**config.mk**
```make
export PLATFORM = sky130hd
export DESIGN_NAME = hsst_rx_video_unpack
export DESIGN_NICKNAME = d
export VERILOG_FILES = /design/src/rtl/hsst_video_pkg.sv /design/src/rtl/hsst_kchar_decode.sv /design/src/rtl/hsst_rx_video_unpack.sv
export SDC_FILE = /design/constraint.sdc
export NUM_CORES = 1
export LEC_CHECK = 0
export BUFFER_PORTS_ARGS = -buffer_cell sky130_fd_sc_hd__buf_2
export CAP_MARGIN = 20
export CORE_UTILIZATION = 58
export CTS_CLUSTER_DIAMETER = 60
export DETAILED_ROUTE_END_ITERATION = 7
export GPL_TIMING_DRIVEN = 0
export PLACE_DENSITY = 0.82
export SETUP_SLACK_MARGIN = 0.15
export SYNTH_ARGS = -nofsm -noshare
export SYNTH_HDL_FRONTEND = slang
export SYNTH_SLANG_ARGS = --single-unit
```
**constraint.sdc**
```tcl
create_clock -name clk -period 6.1 [get_ports clk]
set_clock_uncertainty 0.05 [all_clocks]
set_input_delay 0.305 -clock clk [delete_from_list [all_inputs] [get_ports clk]]
set_output_delay 0.305 -clock clk [all_outputs]
set_load 0.005 [all_outputs]
```
**src/rtl/hsst_video_pkg.sv**
```systemverilog
// Shared constants, types and helpers for the HSST RX video unpack path.
// K28.5-based control word codes, FSM states and counter widths.
package hsst_video_pkg;

  localparam logic [7:0] K28_5  = 8'hBC;
  localparam logic [7:0] IDLE_B = 8'h50;
  localparam logic [7:0] SOF_B  = 8'hF0;
  localparam logic [7:0] SOL_B  = 8'hF1;

  localparam int PIX_CNT_W  = 16;
  localparam int LINE_IDX_W = 12;
  localparam int STAT_CNT_W = 16;

  typedef enum logic [1:0] {
    ST_IDLE     = 2'd0,
    ST_WAIT_SOL = 2'd1,
    ST_LINE     = 2'd2,
    ST_DROP     = 2'd3
  } state_t;

  typedef struct packed {
    logic idle;
    logic sof;
    logic sol;
    logic badk;
    logic data;
  } kword_t;

  // Saturating increment for the statistics counters.
  function automatic logic [STAT_CNT_W-1:0] sat_inc(input logic [STAT_CNT_W-1:0] v);
    if (v == {STAT_CNT_W{1'b1}}) begin
      sat_inc = v;
    end else begin
      sat_inc = v + {{(STAT_CNT_W-1){1'b0}}, 1'b1};
    end
  endfunction

endpackage

```
**src/rtl/hsst_kchar_decode.sv**
```systemverilog
// Combinational classifier of one HSST RX word into a one-hot word kind.
// Invalid words classify as nothing at all.
module hsst_kchar_decode
  import hsst_video_pkg::*;
(
  input  logic        rx_valid,
  input  logic [1:0]  rx_k,
  input  logic [15:0] rx_data,
  output kword_t      kword
);

  // Classify the word; any K pattern other than a known K28.5 control word is BADK.
  always_comb begin
    kword = '0;
    if (!rx_valid) begin
      kword = '0;
    end else begin
      case (rx_k)
        2'b00: kword.data = 1'b1;
        2'b01: begin
          if (rx_data[7:0] == K28_5) begin
            case (rx_data[15:8])
              IDLE_B:  kword.idle = 1'b1;
              SOF_B:   kword.sof  = 1'b1;
              SOL_B:   kword.sol  = 1'b1;
              default: kword.badk = 1'b1;
            endcase
          end else begin
            kword.badk = 1'b1;
          end
        end
        default: kword.badk = 1'b1;
      endcase
    end
  end

endmodule

```
**src/rtl/hsst_rx_video_unpack.sv**
```systemverilog
// Turns the HSST RX word stream into fixed-length pixel lines for the DDR FIFO.
// Whole lines are dropped when the FIFO is near full at line start.
module hsst_rx_video_unpack
  import hsst_video_pkg::*;
#(
  parameter int DATA_WIDTH  = 16,
  parameter int LINE_PIXELS = 1280,
  parameter int FRAME_LINES = 720
) (
  input  logic                  clk,
  input  logic                  rst_n,
  input  logic                  rx_valid,
  input  logic [DATA_WIDTH-1:0] rx_data,
  input  logic [1:0]            rx_k,
  output logic                  fifo_wr_en,
  output logic [DATA_WIDTH-1:0] fifo_wr_data,
  input  logic                  fifo_almost_full,
  input  logic                  fifo_full,
  output logic                  frame_start,
  output logic                  frame_done,
  output logic [LINE_IDX_W-1:0] line_idx,
  output logic [STAT_CNT_W-1:0] drop_cnt,
  output logic [STAT_CNT_W-1:0] err_cnt
);

  localparam logic [PIX_CNT_W-1:0]  LAST_PIX  = PIX_CNT_W'(LINE_PIXELS - 1);
  localparam logic [LINE_IDX_W-1:0] LAST_LINE = LINE_IDX_W'(FRAME_LINES - 1);

  kword_t                 kword_s;
  state_t                 state_r;
  logic [PIX_CNT_W-1:0]   pix_cnt_r;
  logic                   err_inc_s;
  logic                   in_line_s;

  hsst_kchar_decode u_decode (
    .rx_valid (rx_valid),
    .rx_k     (rx_k),
    .rx_data  (rx_data),
    .kword    (kword_s)
  );

  assign in_line_s = (state_r == ST_LINE) || (state_r == ST_DROP);

  // Merge every error source of this cycle into a single increment request.
  always_comb begin
    err_inc_s = 1'b0;
    if (kword_s.idle) begin
      err_inc_s = 1'b0;
    end else if (kword_s.badk) begin
      err_inc_s = 1'b1;
    end else begin
      case (state_r)
        ST_IDLE:     err_inc_s = kword_s.data || kword_s.sol;
        ST_WAIT_SOL: err_inc_s = kword_s.data || kword_s.sof;
        ST_LINE:     err_inc_s = kword_s.sof || kword_s.sol || (kword_s.data && fifo_full);
        ST_DROP:     err_inc_s = kword_s.sof || kword_s.sol;
        default:     err_inc_s = 1'b0;
      endcase
    end
  end

  // Line FSM, pixel counter and all registered outputs.
  always_ff @(posedge clk or negedge rst_n) begin
    if (!rst_n) begin
      state_r      <= ST_IDLE;
      pix_cnt_r    <= '0;
      fifo_wr_en   <= 1'b0;
      fifo_wr_data <= '0;
      frame_start  <= 1'b0;
      frame_done   <= 1'b0;
      line_idx     <= '0;
      drop_cnt     <= '0;
      err_cnt      <= '0;
    end else begin
      fifo_wr_en  <= 1'b0;
      frame_start <= 1'b0;
      frame_done  <= 1'b0;
      if (err_inc_s) begin
        err_cnt <= sat_inc(err_cnt);
      end
      if (kword_s.badk) begin
        state_r <= ST_IDLE;
      end else if (kword_s.sof || (kword_s.sol && state_r != ST_IDLE)) begin
        // Line start: the only point where almost_full is sampled.
        pix_cnt_r <= '0;
        if (kword_s.sof) begin
          line_idx    <= '0;
          frame_start <= 1'b1;
        end else begin
          line_idx <= line_idx + 12'd1;
        end
        if (fifo_almost_full) begin
          state_r  <= ST_DROP;
          drop_cnt <= sat_inc(drop_cnt);
        end else begin
          state_r <= ST_LINE;
        end
      end else if (kword_s.data && in_line_s) begin
        if (state_r == ST_LINE && !fifo_full) begin
          fifo_wr_en   <= 1'b1;
          fifo_wr_data <= rx_data;
        end
        pix_cnt_r <= pix_cnt_r + 16'd1;
        if (pix_cnt_r == LAST_PIX) begin
          if (line_idx == LAST_LINE) begin
            frame_done <= 1'b1;
            state_r    <= ST_IDLE;
          end else begin
            state_r <= ST_WAIT_SOL;
          end
        end
      end
    end
  end

endmodule

```
Yosys cells after proc, flatten, opt, wreduce, memory -nomap -nowiden:

Index checks and enable logic that the tools add are counted.

* register bits: 81
* input bits: 23
* output and inout bits: 63
* word-level logic and storage cells: 87

* add/subtract/negate cells: 4
* equal/unequal tests: 12
* mux-type cells: 34
* bitwise gates (word level): 4
* reduce and logical (&&, ||, !) cells: 24

Operators with widths (count)
* $add 16x1->16 const B: 3
* $eq 16x16->1 const B: 2
* $mux 16: 2
* $eq 8x8->1 const B: 3
* $mux 1: 22
* $eq 16x11->1 const B: 1
* $add 12x1->12 const B: 1
* $eq 12x10->1 const B: 1
* $mux 12: 1
* $eq 8x7->1 const B: 1
* $mux 2: 4
* $reduce_and 2->1: 4
* $reduce_and 4->1: 2
* $logic_or 1x1->1: 6
* $mux 3: 2
* $reduce_bool 3->1: 2
* $mux 5: 1
* $eq 2x1->1 const B: 2
* $eq 2x2->1 const B: 2
* $logic_and 1x1->1: 4
* $logic_not 2->1: 2
* $not 1->1: 4
* $pmux 1 s4: 1
* $reduce_bool 2->1: 2
* 3 further kinds: 3

Depth between registers and ports, before layout:

* depth after elaboration: 12
* mapped depth: 8
* gate-level depth less buffers: 7

Modules after synthesis:

A second synthesis with hierarchy kept.

* cells, all modules: 392
* area total of the unflattened synthesis: 4067.7 sq um

Modules (own cells, without submodules)
* hsst_rx_video_unpack: times used 1, cells each 373, area an instance 3903.7 sq um, seq. area each 2026.9 sq um
* hsst_kchar_decode: times used 1, cells each 19, area an instance 163.9 sq um, seq. area each 0.0 sq um

Least setup slack after synthesis:

No wires, ideal clock.

* kind: flip-flop to flip-flop
* from: register err_cnt[3]
* to: register err_cnt[1]
* library setup time: 0.125 ns
* arrival time: 1.942 ns
* data required time: 5.925 ns
* slack: 3.984 ns
* cell stages (with the launch flop): 7
* buffers on the path: 1
* clock period less this slack: 2.116 ns
* cells stage by stage: dfrtp_1 > and3_1 > nand3_1 > or4_1 > nand3_1 > buf_4 > mux2_2

* cells in the longest elaborated chain, start to end: 3

RTL lines
* start, declared: line hsst_rx_video_unpack.sv:23 `output logic [STAT_CNT_W-1:0] err_cnt`
* start signal, assigned: line hsst_rx_video_unpack.sv:79 `err_cnt <= sat_inc(err_cnt);`
* $eq 16x16->1: line hsst_video_pkg.sv:31 `if (v == {STAT_CNT_W{1'b1}}) begin`
* $not 1->1 (no source line)
* $reduce_and 2->1 (no source line)

Every way passes these cells.
A chain may end at the register's enable or synchronous reset.

Worst setup path after layout:

Same ends and word-level chain as after synthesis.

==> results by group <==
Min path
  – Hold EP: fifo_wr_data[0]
  – HP Start: rx_data[0]
  – Worst hold path type: in2reg
  – Hold Crit Depth: 2

Cells and area
  – Most frequent cells in the layout: buf_2 (85), dfrtp_1 (81), nor2_1 (46), xor2_1 (32), nand2_1 (29)
  – Nets: about 480
  – Commonest non-fill, non-tap cell in the layout: buf_2
  – Fraction of layout cells with a size suffix above 1: a little under a third
  – Fill cells: 453
  – # diodes: 0
  – Area growth from synthesis to layout: 21.1%
  – Fin cells: around 540

Drt
  – Routed vias/inst: 5.64
  – Average wire per standard cell: 14.8 um
  – Detail Route Antenna Nets: 0
  – Vias: between 3000 and 4000
  – 1st-pass router iterations: 4
  – Routed WL: 7.94 mm
  – DRT iter0 DRCs: ~140
  – DRC: 0

Power
  – Power Density: 251 nW/um2
  – IR Drop Worst-Case VDD: 325 uV
  – Static leakage: 2.47 nW

Place
  – Place WS: 3.68 ns
  – Gpl congestion: slightly below 0.9
  – Port buffer count: 85
  – DP Cell Count: 521
  – Dpl hpwl: 5.59 mm

GRT
  – First-pass GRT wire length: 13.3 mm
  – GRT overflow: 0
  – Largest net degree at the start of global routing: 50
  – Initial antenna violation count: 0
  – Vias in the first global route: 2860
  – Met1 global-route usage: 33.2%
  – Met3 Use GR: 3.96%
  – Busiest grt layer: met2
  – GRT Util Overall: 24.1%
  – Met2 usage: 38.3%

Synthesis
  – Synthesized Nets: 385
  – Largest family of logic cells by synthesized area: simple AND/OR/NAND/NOR gates
  – Mapped Cells: 358
  – Synthesis Warnings: 0
  – Mux cell area share after synthesis: under 10%
  – Syn_area_per_cell: 10.8 um2
  – Synth Area in Compound Gates: 3.05%
  – Yosys top cell area share: 52.6%
  – Synth area leader: dfrtp_1
  – Post-Synth Adder-Cell Area: about 1.3%
  – Area contributors post-synth: dfrtp_1 (53%), xor2_1 (7.3%), mux2_2 (5.8%)
  – Post-synthesis simple-gate area fraction: between 20% and 30%
  – Post-synthesis cell area: 3850 um2
  – Sequential element share of the synthesized area: 52.6%
  – Post-synth cell types: 47
  – FF+latch count, synth: 81
  – Synth Area in XOR/XNOR: between 10% and 20%

Clock network
  – Htree depth: 3
  – Clock buffer depth: 2
  – Postcts setup bufs: 0
  – Clock Sink Count: 81
  – Worst-path clk slew: approximately 0.08 ns
  – CTS buffer count: 9
  – Clk Latency, worst-skew pair: around 0.35 ns
  – Clk root buf: clkbuf_8
  – CTS tree: done

Timing
  – RSZ-0062 raised after global routing: no
  – Final setup TNS: 0 ns
  – Final period utilization: 39.1%
  – Max-slew violation count: 0
  – Achievable Freq: roughly 420 MHz
  – Worst Max-Slew Pin Slew: about 0.59 ns
  – Fin crit period: 2.38 ns
  – Setup ws final: 3.72 ns
  – Hold WS: 0.143 ns
  – Final setup violation count: 0
  – Endpoints failing hold: 0
  – Headroom to the max-slew limit: around three fifths

Floorplan
  – Chip Height: 83.5 um
  – # IOs: 86
  – Row cnt: 29
  – DIE AREA: around 7000 um2
  – Initial Util: between 60% and 70%
  – Die width: 83.5 um
  – Core box area: 6390 um2

Critical path
  – Critical Path End Type: flop
  – R2R Setup Slk: 3.72 ns
  – Worst Path Required: ~6.3 ns
  – Type of the worst setup path: reg2reg
  – Crit-path max FO: 10
  – FF-to-FF path depth: 6
  – Crit start category: flop
  – Worst R2R Start: err_cnt[3]
  – Worst R2R End: err_cnt[1]
  – WP data arrival: 2.57 ns

Flow run
  – Max Cap Violations: 0

Run status
  – Outcome: complete, no violations
state kept, by name, indices dropped and copies added, names as in the netlist:
signal,count
drop_cnt,16
err_cnt,16
fifo_wr_data,16
pix_cnt_r,16
line_idx,12
state_r,2
fifo_wr_en,1
frame_done,1
frame_start,1
cells by family after synthesis:
kind of cell / Yosys count
compound gates: 21
xor+xnor: 48
buf+inv: 14
flops: 81
fa+ha+maj: 4
mux: 22
simple gates: 168
power breakdown:
group | switching (mW) | internal, mW | total, mW
Combinational | 0.0569 | 0.0480 | 0.105
Clock | 0.196 | 0.284 | 0.480
Sequential | 0.0277 | 0.558 | 0.586
synth_stat cells (all sizes together):
cell,instances
a211oi,2
a21o,1
a21oi,8
and2,3
and2b,2
and3,10
and4,3
and4b,1
and4bb,3
buf,3
clkbuf,4
dfrtp,81
ha,4
inv,7
mux2,21
mux2i,1
nand2,29
nand2b,1
nand3,22
nand4,19
nand4bb,1
nor2,46
nor2b,3
nor3,9
nor3b,1
nor4,6
nor4b,2
o21ai,8
o21bai,1
o31ai,1
or2,1
or3,5
or4,1
xnor2,16
xor2,32
how the worst max path moves through the flow:
stage | start | endpoint | cells past startpoint
4_1_cts | err_cnt[3] | err_cnt[1] | 6
3_3_place_gp | rx_k[1] | line_idx[10] | 7
6_report | err_cnt[3] | err_cnt[1] | 6
3_5_place_dp | rx_k[1] | drop_cnt[11] | 8
5_1_grt | err_cnt[3] | err_cnt[1] | 6
2_1_floorplan | err_cnt[3] | err_cnt[1] | 6
repair_timing:
action / CTS / global route
hold buffers: 1 / 0
setup endpoints to repair: 0 / 0
resized for setup: 0 / 0
hold endpoints to repair: 32 / 0
stage by stage:
stage	power [mW]	cell area (um2)	utilization, %
final	1.17	4670	73.1
after global routing	1.22	4670	73.1
after CTS	1.18	4670	73.1
after detailed placement	0.700	4400	69.0
after global placement	0.693	4370	68.5
after floorplan	0.642	3850	-
area by class of cell:
| type | count | area [um2] | area share (%) |
|---|---|---|---|
| Timing Repair Buffer | 87 | 465 | 9.97 |
| Clock inverter | 6 | 115 | 2.47 |
| Inverter | 7 | 26.3 | 0.563 |
| Tap cell | 77 | 96.3 | 2.06 |
| Sequential cell | 81 | 2030 | 43.4 |
| Buffer | 7 | 32.5 | 0.697 |
| Multi-Input combinational cell | 263 | 1770 | 37.9 |
| Clock buffer | 10 | 138 | 2.95 |
metal layers:
layer  vias up  wire (um)
li1       1446          -
met3        10        357
met5         -          0
met1      1496       3540
met4         0        115
met2        80       3930
critical path, cell delays in order, from the launching register on:
cell,delay [ns]
dfrtp_1,0.42
and3_1,0.24
nand3_1,0.22
or4_1,0.60
nand3_1,0.19
buf_4,0.22
mux2_2,0.34
(Power assumes the default switching activity.)
